[src/rtl/uart_tx_core_if.sv]
// Transmit-side handshake bundle for uart_tx_core.
// Optional macro UART_TX_TWO_STOP_EN adds the stop2 request bit.
interface uart_tx_core_if #(
    parameter int unsigned DATA_WIDTH = 8
);
    logic [DATA_WIDTH-1:0] P_DATA;
    logic                  data_valid;
    logic                  par_en;
    logic                  par_type;
    logic [5:0]            pre_scale;
`ifdef UART_TX_TWO_STOP_EN
    logic                  stop2;
`endif
    logic                  TX_OUT;
    logic                  busy;
    logic                  tx_done;

    // Requester side (controller / FIFO)
    modport master (
        output P_DATA, data_valid, par_en, par_type, pre_scale,
`ifdef UART_TX_TWO_STOP_EN
        output stop2,
`endif
        input  TX_OUT, busy, tx_done
    );

    // Transmitter side
    modport slave (
        input  P_DATA, data_valid, par_en, par_type, pre_scale,
`ifdef UART_TX_TWO_STOP_EN
        input  stop2,
`endif
        output TX_OUT, busy, tx_done
    );
endinterface

[src/rtl/uart_tx_core.sv]
// UART transmitter: start bit, DATA_WIDTH data bits LSB first, optional parity, stop bit.
// Each bit lasts pre_scale clk cycles (0 means 64). All frame settings are latched on accept.
// Optional macro UART_TX_TWO_STOP_EN adds a stop2 request giving a double-length stop bit.
module uart_tx_core #(
    parameter int unsigned DATA_WIDTH = 8
) (
    input logic           clk,
    input logic           rst_n,
    uart_tx_core_if.slave tx
);

    typedef enum logic [2:0] {StIdle, StStart, StData, StParity, StStop} state_e;

    state_e                state_q, state_d;
    logic [DATA_WIDTH-1:0] shadow_q, shadow_d;
    logic                  par_en_q, par_en_d;
    logic                  par_type_q, par_type_d;
    logic [5:0]            pre_q, pre_d;
    logic [5:0]            edge_cnt_q, edge_cnt_d;
    logic [3:0]            bit_cnt_q, bit_cnt_d;
    logic                  tx_q, tx_d;
    logic                  busy_q, busy_d;
    logic                  tx_done;
    logic                  accept;
    logic                  bit_end;
    logic                  last_data;
    logic                  last_stop;
    logic [15:0]           data_ext;

    assign accept    = (state_q == StIdle) && tx.data_valid;
    // pre_q == 0 wraps to 63 here, so the counter runs the full 64 cycles
    assign bit_end   = (edge_cnt_q == pre_q - 6'd1);
    assign last_data = (bit_cnt_q == 4'(DATA_WIDTH - 1));

`ifdef UART_TX_TWO_STOP_EN
    logic stop2_q, stop2_d;
    logic stop_cnt_q, stop_cnt_d;

    assign last_stop = !stop2_q || stop_cnt_q;
`else
    assign last_stop = 1'b1;
`endif

    // State register
    always_ff @(posedge clk or negedge rst_n) begin
        if (!rst_n) begin
            state_q <= StIdle;
        end else begin
            state_q <= state_d;
        end
    end

    // Next-state logic: every non-idle state advances on a bit boundary
    always_comb begin
        state_d = state_q;
        unique case (state_q)
            StIdle:   if (tx.data_valid) state_d = StStart;
            StStart:  if (bit_end) state_d = StData;
            StData:   if (bit_end && last_data) state_d = par_en_q ? StParity : StStop;
            StParity: if (bit_end) state_d = StStop;
            StStop:   if (bit_end && last_stop) state_d = StIdle;
            default:  state_d = StIdle;
        endcase
    end

    // Shadow registers and bit/edge counters
    always_comb begin
        shadow_d   = shadow_q;
        par_en_d   = par_en_q;
        par_type_d = par_type_q;
        pre_d      = pre_q;
        edge_cnt_d = edge_cnt_q;
        bit_cnt_d  = bit_cnt_q;
`ifdef UART_TX_TWO_STOP_EN
        stop2_d    = stop2_q;
        stop_cnt_d = stop_cnt_q;
`endif
        if (accept) begin
            shadow_d   = tx.P_DATA;
            par_en_d   = tx.par_en;
            par_type_d = tx.par_type;
            pre_d      = tx.pre_scale;
            edge_cnt_d = 6'd0;
            bit_cnt_d  = 4'd0;
`ifdef UART_TX_TWO_STOP_EN
            stop2_d    = tx.stop2;
            stop_cnt_d = 1'b0;
`endif
        end else if (state_q != StIdle) begin
            edge_cnt_d = bit_end ? 6'd0 : edge_cnt_q + 6'd1;
            if (state_q == StData && bit_end) begin
                bit_cnt_d = bit_cnt_q + 4'd1;
            end
`ifdef UART_TX_TWO_STOP_EN
            if (state_q == StStop && bit_end) begin
                stop_cnt_d = 1'b1;
            end
`endif
        end
    end

    // Outputs: line level follows the state being entered so TX_OUT is registered
    always_comb begin
        data_ext = 16'(shadow_d);
        tx_d     = 1'b1;
        unique case (state_d)
            StStart:  tx_d = 1'b0;
            StData:   tx_d = data_ext[bit_cnt_d];
            StParity: tx_d = par_type_d ? ~^shadow_d : ^shadow_d;
            default:  tx_d = 1'b1;
        endcase
        busy_d  = (state_d != StIdle);
        tx_done = (state_q == StStop) && bit_end && last_stop;
    end

    // Datapath and output registers
    always_ff @(posedge clk or negedge rst_n) begin
        if (!rst_n) begin
            shadow_q   <= '0;
            par_en_q   <= 1'b0;
            par_type_q <= 1'b0;
            pre_q      <= 6'd0;
            edge_cnt_q <= 6'd0;
            bit_cnt_q  <= 4'd0;
            tx_q       <= 1'b1;
            busy_q     <= 1'b0;
`ifdef UART_TX_TWO_STOP_EN
            stop2_q    <= 1'b0;
            stop_cnt_q <= 1'b0;
`endif
        end else begin
            shadow_q   <= shadow_d;
            par_en_q   <= par_en_d;
            par_type_q <= par_type_d;
            pre_q      <= pre_d;
            edge_cnt_q <= edge_cnt_d;
            bit_cnt_q  <= bit_cnt_d;
            tx_q       <= tx_d;
            busy_q     <= busy_d;
`ifdef UART_TX_TWO_STOP_EN
            stop2_q    <= stop2_d;
            stop_cnt_q <= stop_cnt_d;
`endif
        end
    end

    assign tx.TX_OUT  = tx_q;
    assign tx.busy    = busy_q;
    assign tx.tx_done = tx_done;

endmodule

[src/flat_wrapper.sv]
// flat-port wrapper written by rule: the top's interface ports become plain ports
module uart_tx_core_flat 
#(
    parameter int unsigned DATA_WIDTH = 8
)
  (clk, rst_n, tx_P_DATA, tx_data_valid, tx_par_en, tx_par_type, tx_pre_scale, tx_TX_OUT, tx_busy, tx_tx_done);
  uart_tx_core_if #(.DATA_WIDTH(DATA_WIDTH)) tx_i ();
  input logic clk;
  input logic rst_n;
  input wire logic [$bits(tx_i.P_DATA)-1:0] tx_P_DATA;
  input wire logic [$bits(tx_i.data_valid)-1:0] tx_data_valid;
  input wire logic [$bits(tx_i.par_en)-1:0] tx_par_en;
  input wire logic [$bits(tx_i.par_type)-1:0] tx_par_type;
  input wire logic [$bits(tx_i.pre_scale)-1:0] tx_pre_scale;
  output wire logic [$bits(tx_i.TX_OUT)-1:0] tx_TX_OUT;
  output wire logic [$bits(tx_i.busy)-1:0] tx_busy;
  output wire logic [$bits(tx_i.tx_done)-1:0] tx_tx_done;
  assign tx_i.P_DATA = tx_P_DATA;
  assign tx_i.data_valid = tx_data_valid;
  assign tx_i.par_en = tx_par_en;
  assign tx_i.par_type = tx_par_type;
  assign tx_i.pre_scale = tx_pre_scale;
  assign tx_TX_OUT = tx_i.TX_OUT;
  assign tx_busy = tx_i.busy;
  assign tx_tx_done = tx_i.tx_done;
  uart_tx_core #(.DATA_WIDTH(DATA_WIDTH)) u_core (.clk(clk), .rst_n(rst_n), .tx(tx_i));
endmodule
[config.mk]
export PLATFORM = sky130hd
export DESIGN_NAME = uart_tx_core_flat
export DESIGN_NICKNAME = d
export VERILOG_FILES = /design/src/rtl/uart_tx_core_if.sv /design/src/rtl/uart_tx_core.sv /design/src/flat_wrapper.sv
export SDC_FILE = /design/constraint.sdc
export NUM_CORES = 1
export LEC_CHECK = 0
export BUFFER_PORTS_ARGS = -buffer_cell sky130_fd_sc_hd__clkbuf_2
export CORE_UTILIZATION = 58
export DETAILED_ROUTE_END_ITERATION = 10
export PLACE_DENSITY = 0.85
export REMOVE_ABC_BUFFERS = 1
export SYNTH_ARGS = -nofsm -noshare
export SYNTH_HDL_FRONTEND = slang
export SYNTH_SLANG_ARGS = --single-unit
[constraint.sdc]
create_clock -name clk -period 3.65 [get_ports clk]
set_input_delay 0.1825 -clock clk [delete_from_list [all_inputs] [get_ports clk]]
set_output_delay 0.1825 -clock clk [all_outputs]
set_load 0.02 [all_outputs]
==> metrics.yaml, run 1 <==
outcome: "complete, no violations"
cts-htree-levels: 2
crit_type: "reg2reg"
post-route-util_pct: 69.0
synth_warnings: 0
via_per_inst: 5.47
r2r_slack_ps: 840
crit_slowest_cell: "a31oi_2"
grt_pass1_vias: 1454
yosysTopAreaCell: "dfrtp_1"
cap_violations: 0
synth-seq-cells: 31
worstPathArrival_ps: 3080
yosys-top-cells-count: "nand2_1, dfrtp_1, xnor2_1, o21ai_0"
drc: 0
layoutNonFillerInstCount: 283
die_w_um: 59.2
place_inst: 274
clockBufferDepth: 2
worstPathRequired_ps: 3910
syn_avg_cell_area_um2: 8.88
cts_buffers: 5
worstPathMaxFanout: 7
p_leak_nw: 1.01
synth-main-ff-cell: "dfrtp_1"
num_antenna_cells: 0
synth_edf_count: 0
clk_latency_ps: 340
r2r_start: "u_core.pre_q[0]"
synth_area_leaders: "dfrtp_1, nand2_1, xnor2_1"
final_area_um2: 2120
num_vias: 1549
placed_cell_area_um2: 2040
clk_pin_slew_worst_paths_ps: 90
initial_utilization_pct: 61.7
max_freq_mhz: 356
hold_violations: 0
rr_worst_depth: 10
final_layout_size_suffix_gt1_share_pct: 19.7
holdPathEnd: "u_core.pre_q[4]"
fp-row-count: 20
gp_congestion: 0.896
die_y_um: 59.2
grt_overflow_total: 0
core_um2: 3080
power_density_nw_per_um2: 853
grt_usage_pct: 25.0
slowest_delay_ps: 440
period_share_pct: 77.0
yosysMostFrequentCell: "nand2_1"
drt_iter0_drc: 93
pre_cts_ws_ps: 880
finalWirelength_mm: 3.76
grt_start_max_net_pins: 32
worstMarginPinSlew_ps: 843
relSlewSlack_pct: 43.3
yosysSeqAreaShare_pct: 40.9
holdPathStages: 3
cts_tree: "built"
setup_viol: 0
setup_ws_ps: 838
pin_count: 22
min_period_ps: 2810
nets: 260
synthArstFlopShare_pct: 100
yosysTopAreaCellShare_pct: 39.5
worstHoldPathType: "in2reg"
cp-startpoint: "u_core.pre_q[0]"
cts_sinks: 31
die_area_um2: 3510
rsz0062_at_grt: "false"
clock-root-buffer: "clkbuf_4"
min_from: "tx_pre_scale[4]"
ctsResizeCount: 0
r2r_end: "u_core.tx.TX_OUT"
irDropWorstVdd_mv: 0.394
cp-start-kind: "flop"
dpl.hpwl_mm: 2.82
grt_antenna_before_repair: 0
drt_first_pass_iters: 4
synth.distinct_cells: 51
routedWlPerCell_um: 13.3
fillers: 254
synth_cells: 214
endpoint_kind: "flop"
ant_nets: 0
worst_clock_skew_ps: 12.4
crit_chain: "inv_1 > ha_1 > nor2b_1 > or3_1 > a31oi_2 > nand4b_2 > a21bo_2 > a32oi_1 > o211ai_1 > a22oi_1"
grt_pass1_wl_mm: 6.34
finalSetupTns_ps: 0
port_buffers: 21
syn2layout_area_growth_pct: 11.7
syn-cell-area_um2: 1900
final_max_slew_viol_count: 0
==> worst max path at each step <==
stage | endpoint
floorplan | u_core.tx.TX_OUT
global placement | u_core.tx.TX_OUT
detailed placement | u_core.tx.TX_OUT
CTS | u_core.tx.TX_OUT
global route | u_core.tx.TX_OUT
finish | u_core.tx.TX_OUT
==> worst max-delay path, delay by kind of cell (launching register included) <==
family	cells	cell delay [ps]
flip-flops	1	400
AND/OR/NAND/NOR	3	780
adder cells (fa/ha/maj)	1	230
AO/OA/AOI/OAI	5	1250
buffers and inverters	1	80
==> stage by stage <==
stage / total power (W) / hold WS [ps]
floorplan: 0.00139 / -113
detailed placement: 0.00159 / 280
CTS: 0.00182 / 12.9
global placement: 0.00154 / 286
global route: 0.00197 / 19.7
finish: 0.00181 / 28.2
==> routing by layer <==
layer / vias to the layer above / track usage [%] / wire, um
met2: 34 / 38.8 / 1770
met1: 725 / 31.4 / 1760
li1: 782 / - / -
met5: - / 0 / 0
met3: 8 / 7.64 / 142
met4: 0 / 12.6 / 90
==> logic make-up (layout without fill, tap and decap cells) <==
kind of cell,count (synthesis),count (layout),share of synthesized area (%)
and+or+nand+nor,103,103,28.0
muxes,3,3,1.84
DFF,31,31,40.9
buffers and inverters,14,39,2.83
AOI/OAI and AO/OA,37,37,13.8
xor gates and xnor gates,23,23,10.6
adders and majority gates,3,3,1.98
==> state kept, by name (all words and copies together), names as in the netlist <==
name and count:
u_core.state_q 3, u_core.edge_cnt_q 6, u_core.bit_cnt_q 4, u_core.tx.TX_OUT 1, u_core.par_en_q 1, u_core.shadow_q 8
u_core.pre_q 6, u_core.tx.busy 1, u_core.par_type_q 1
==> cells in the final DEF (no fill, tap or decap), types with 2 or more instances in the layout <==
master	Yosys	final
a211oi_1	3	3
a21oi_1	4	4
and2_1	4	4
and3_1	2	2
and3b_1	2	2
clkbuf_2	0	21
clkbuf_4	0	5
clkbuf_8	0	2
dfrtp_1	30	30
ha_1	3	3
inv_1	7	7
mux2i_1	2	2
nand2_1	53	53
nand2b_1	2	2
nand3_1	6	6
nand3b_1	2	2
nand4_1	2	2
nor2_1	7	7
nor2b_1	6	6
nor3_1	2	2
nor4_1	2	2
o211ai_1	2	2
o21ai_0	13	13
o31ai_1	3	3
or3_1	3	3
xnor2_1	18	18
xor2_1	5	5
==> repair_timing <==
item / in CTS / in global routing
buffers inserted: 0 / 0
endpoints found under the hold margin: 30 / 0
hold buffers: 1 / 0
setup endpoints to repair: 0 / 0
==> power by group <==
part / leakage [nW] / switching [W] / total [W] / internal [W]
Clock: 0.0386 / 0.000114 / 0.000227 / 0.000113
Sequential: 0.386 / 0.000152 / 0.000644 / 0.000491
Combinational: 0.586 / 0.000498 / 0.000939 / 0.000441
==> layout make-up <==
type | instances | area, um^2 | area share [%]
timing repair buffer | 23 | 123 | 5.77
tap | 44 | 55.1 | 2.59
multi-input combinational | 169 | 1070 | 50.4
sequential | 31 | 777 | 36.6
clock buffer | 8 | 68.8 | 3.24
inverter | 8 | 30.0 | 1.41
Note: power is estimated with default switching activity, not from simulation.
==> run 2: changes to the inputs <==
Clock period 3.65 ns to 2.8 ns, I/O delays scaled along.
==> run 2 against run 1 <==
Against the previous run: die area did not move; sequential power is 30% higher; worst setup slack got worse by 660 ps; count of clock-buffer cells in the layout is the same; largest cell class unchanged.
==> metrics.yaml, run 2 (same netlist as run 1, synthesis figures left out) <==
p_sw_share_pct: 43.4  # +1.2 points
ant_nets: 0  # unchanged
via_per_inst: 5.47  # -0.14%
cts_sinks: 31  # unchanged
num_vias: 1596  # +3.0%
pin_count: 22  # unchanged
setup_viol: 0  # unchanged
clk_pin_slew_worst_paths_ps: 90  # about the same
outcome: "complete, no violations"
clockBufferDepth: 2  # unchanged
routedWlPerCell_um: 13.3  # about the same
cap_violations: 0  # unchanged
setup_ws_ps: 176  # -661 ps
power_frac_seq_pct: 34.5  # -1.1 points
irDropWorstVdd_mv: 0.550  # +40%
p_switching_w: 0.00105  # +38%
largest_reg_flops: 8  # unchanged
r2r_start: "u_core.pre_q[0]"
place_inst: 276  # +0.73%
worstPathArrival_ps: 2890  # -190 ps
drc: 0  # unchanged
hold_violations: 0  # unchanged
endpoint_kind: "flop"
final_layout_size_suffix_gt1_share_pct: 21.0  # +1.3 points
p_leak_nw: 1.06  # +4.8%
cts_tree: "built"
initial_utilization_pct: 61.7  # unchanged
die_w_um: 59.2  # unchanged
die_area_um2: 3510  # unchanged
worstPathRequired_ps: 3070  # -840 ps
die_y_um: 59.2  # unchanged
drt_first_pass_iters: 4  # unchanged
num_antenna_cells: 0  # unchanged
power_density_nw_per_um2: 1090  # +28%
drt_iter0_drc: 48  # -48%
top_register: "u_core.shadow_q"
fp-row-count: 20  # unchanged
cts-htree-levels: 2  # unchanged
cp-startpoint: "u_core.pre_q[0]"
top_usage_layer: "met2"
finalWirelength_mm: 3.88  # +3.2%
period_share_pct: 93.7  # +17 points
grtUsageMet2_pct: 40.8  # +1.9 points
grt_antenna_before_repair: 0  # unchanged
crit_type: "reg2reg"
worstMarginPinSlew_ps: 831  # -11.9 ps
grt_start_max_net_pins: 32  # unchanged
met1_usage_pct: 31.4  # unchanged
syn2layout_area_growth_pct: 17.0
power.internal_w: 0.00137  # +31%
dpl.hpwl_mm: 2.85  # +1.2%
worstPathMaxFanout: 6  # -1
worst_clock_skew_ps: 7.30  # -5.09 ps
grt_pass1_wl_mm: 6.44  # +1.5%
finalSetupTns_ps: 0  # unchanged
cts_buffers: 5  # unchanged
largestRegisters: "u_core.shadow_q x8, u_core.edge_cnt_q x6, u_core.pre_q x6"
cp-start-kind: "flop"
max_freq_mhz: 381  # +7.2%
clock-root-buffer: "clkbuf_4"
worstHoldPathType: "in2reg"
min_from: "tx_P_DATA[1]"
power.total_w: 0.00243  # +34%
port_buffers: 21  # unchanged
relSlewSlack_pct: 44.1  # +0.80 points
layoutNonFillerInstCount: 292  # +3.2%
clk_latency_ps: 340  # about the same
layout_common_cells: "nand2_1, dfrtp_1, clkbuf_2"
gr-usage-met3_pct: 7.86  # +0.22 points
grt_pass1_vias: 1508  # +3.7%
clkPwrFrac_pct: 10.2  # -2.4 points
combinationalPowerShare_pct: 55.3  # +3.4 points
grt_usage_pct: 25.4  # +0.42 points
min_period_ps: 2620  # -189 ps
gp_congestion: 0.889  # -0.73%
core_um2: 3080  # unchanged
nets: 269  # +3.5%
holdWs_ps: 6.72  # -21.4 ps
final_common_cell: "nand2_1"
grt_overflow_total: 0  # unchanged
pre_cts_ws_ps: 96.7  # -783 ps
rsz0062_at_grt: "false"
final_max_slew_viol_count: 0  # unchanged
-- run 2: worst max-delay path, stage by stage (launching register included) --
cell      delay, ps
dfrtp_1         410
inv_1            70
ha_1            230
nor2b_1         140
or3_4           380
a31oi_4         320
nand2_2         120
mux2_4          340
o31ai_2         250
o211ai_1        120
a22oi_1         170
-- run 2: power groups by stage --
stage	clock, W	sequential (W)	combinational, W
2_1_floorplan	0	0.000804	0.00100
3_3_place_gp	0	0.000833	0.00119
3_5_place_dp	0	0.000842	0.00124
4_1_cts	0.000252	0.000832	0.00125
5_1_grt	0.000274	0.000866	0.00150
6_report	0.000246	0.000837	0.00134
-- run 2: cell type report --
class | instances | area (um^2)
repair buffers | 32 | 205
flip-flops and latches | 31 | 777
inverters | 8 | 30.0
fillers | 237 | 855
well taps | 44 | 55.1
multi-input cells | 169 | 1110
clock buffers | 8 | 48.8
-- run 2: stage by stage --
step / util (%) / cell area (um^2)
after CTS: 70.8 / 2180
after global placement: 66.9 / 2060
final: 72.2 / 2220
after floorplan: - / 1880
after detailed placement: 66.9 / 2060
after global routing: 72.2 / 2220
-- run 2: path summary, 6_finish.rpt --
kind	end	slack, ps	depth (start not counted)
setup / recovery	u_core.tx.TX_OUT	180	10
hold / removal	u_core.shadow_q[1]	7	3
setup reg to reg	u_core.tx.TX_OUT	180	10
hold reg to reg	u_core.par_type_q	520	2
max in group asynchronous	u_core.shadow_q[3]	1950	2
min in group asynchronous	u_core.state_q[2]	380	2
-- run 2: repair_timing --
| item | CTS | global route |
|---|---|---|
| setup endpoints to repair | 0 | 1 |
| buffers inserted | 0 | 1 |
| resized for setup | 0 | 6 |
| hold buffers | 7 | 0 |
| hold endpoints to repair | 36 | 0 |
-- run 2: per-layer routing --
layer / share of wire [%] / vias to the layer above
li1: - / 807
met2: 48 / 41
met3: 5.0 / 5
met1: 45 / 743
met4: 1.5 / 0
met5: 0 / -
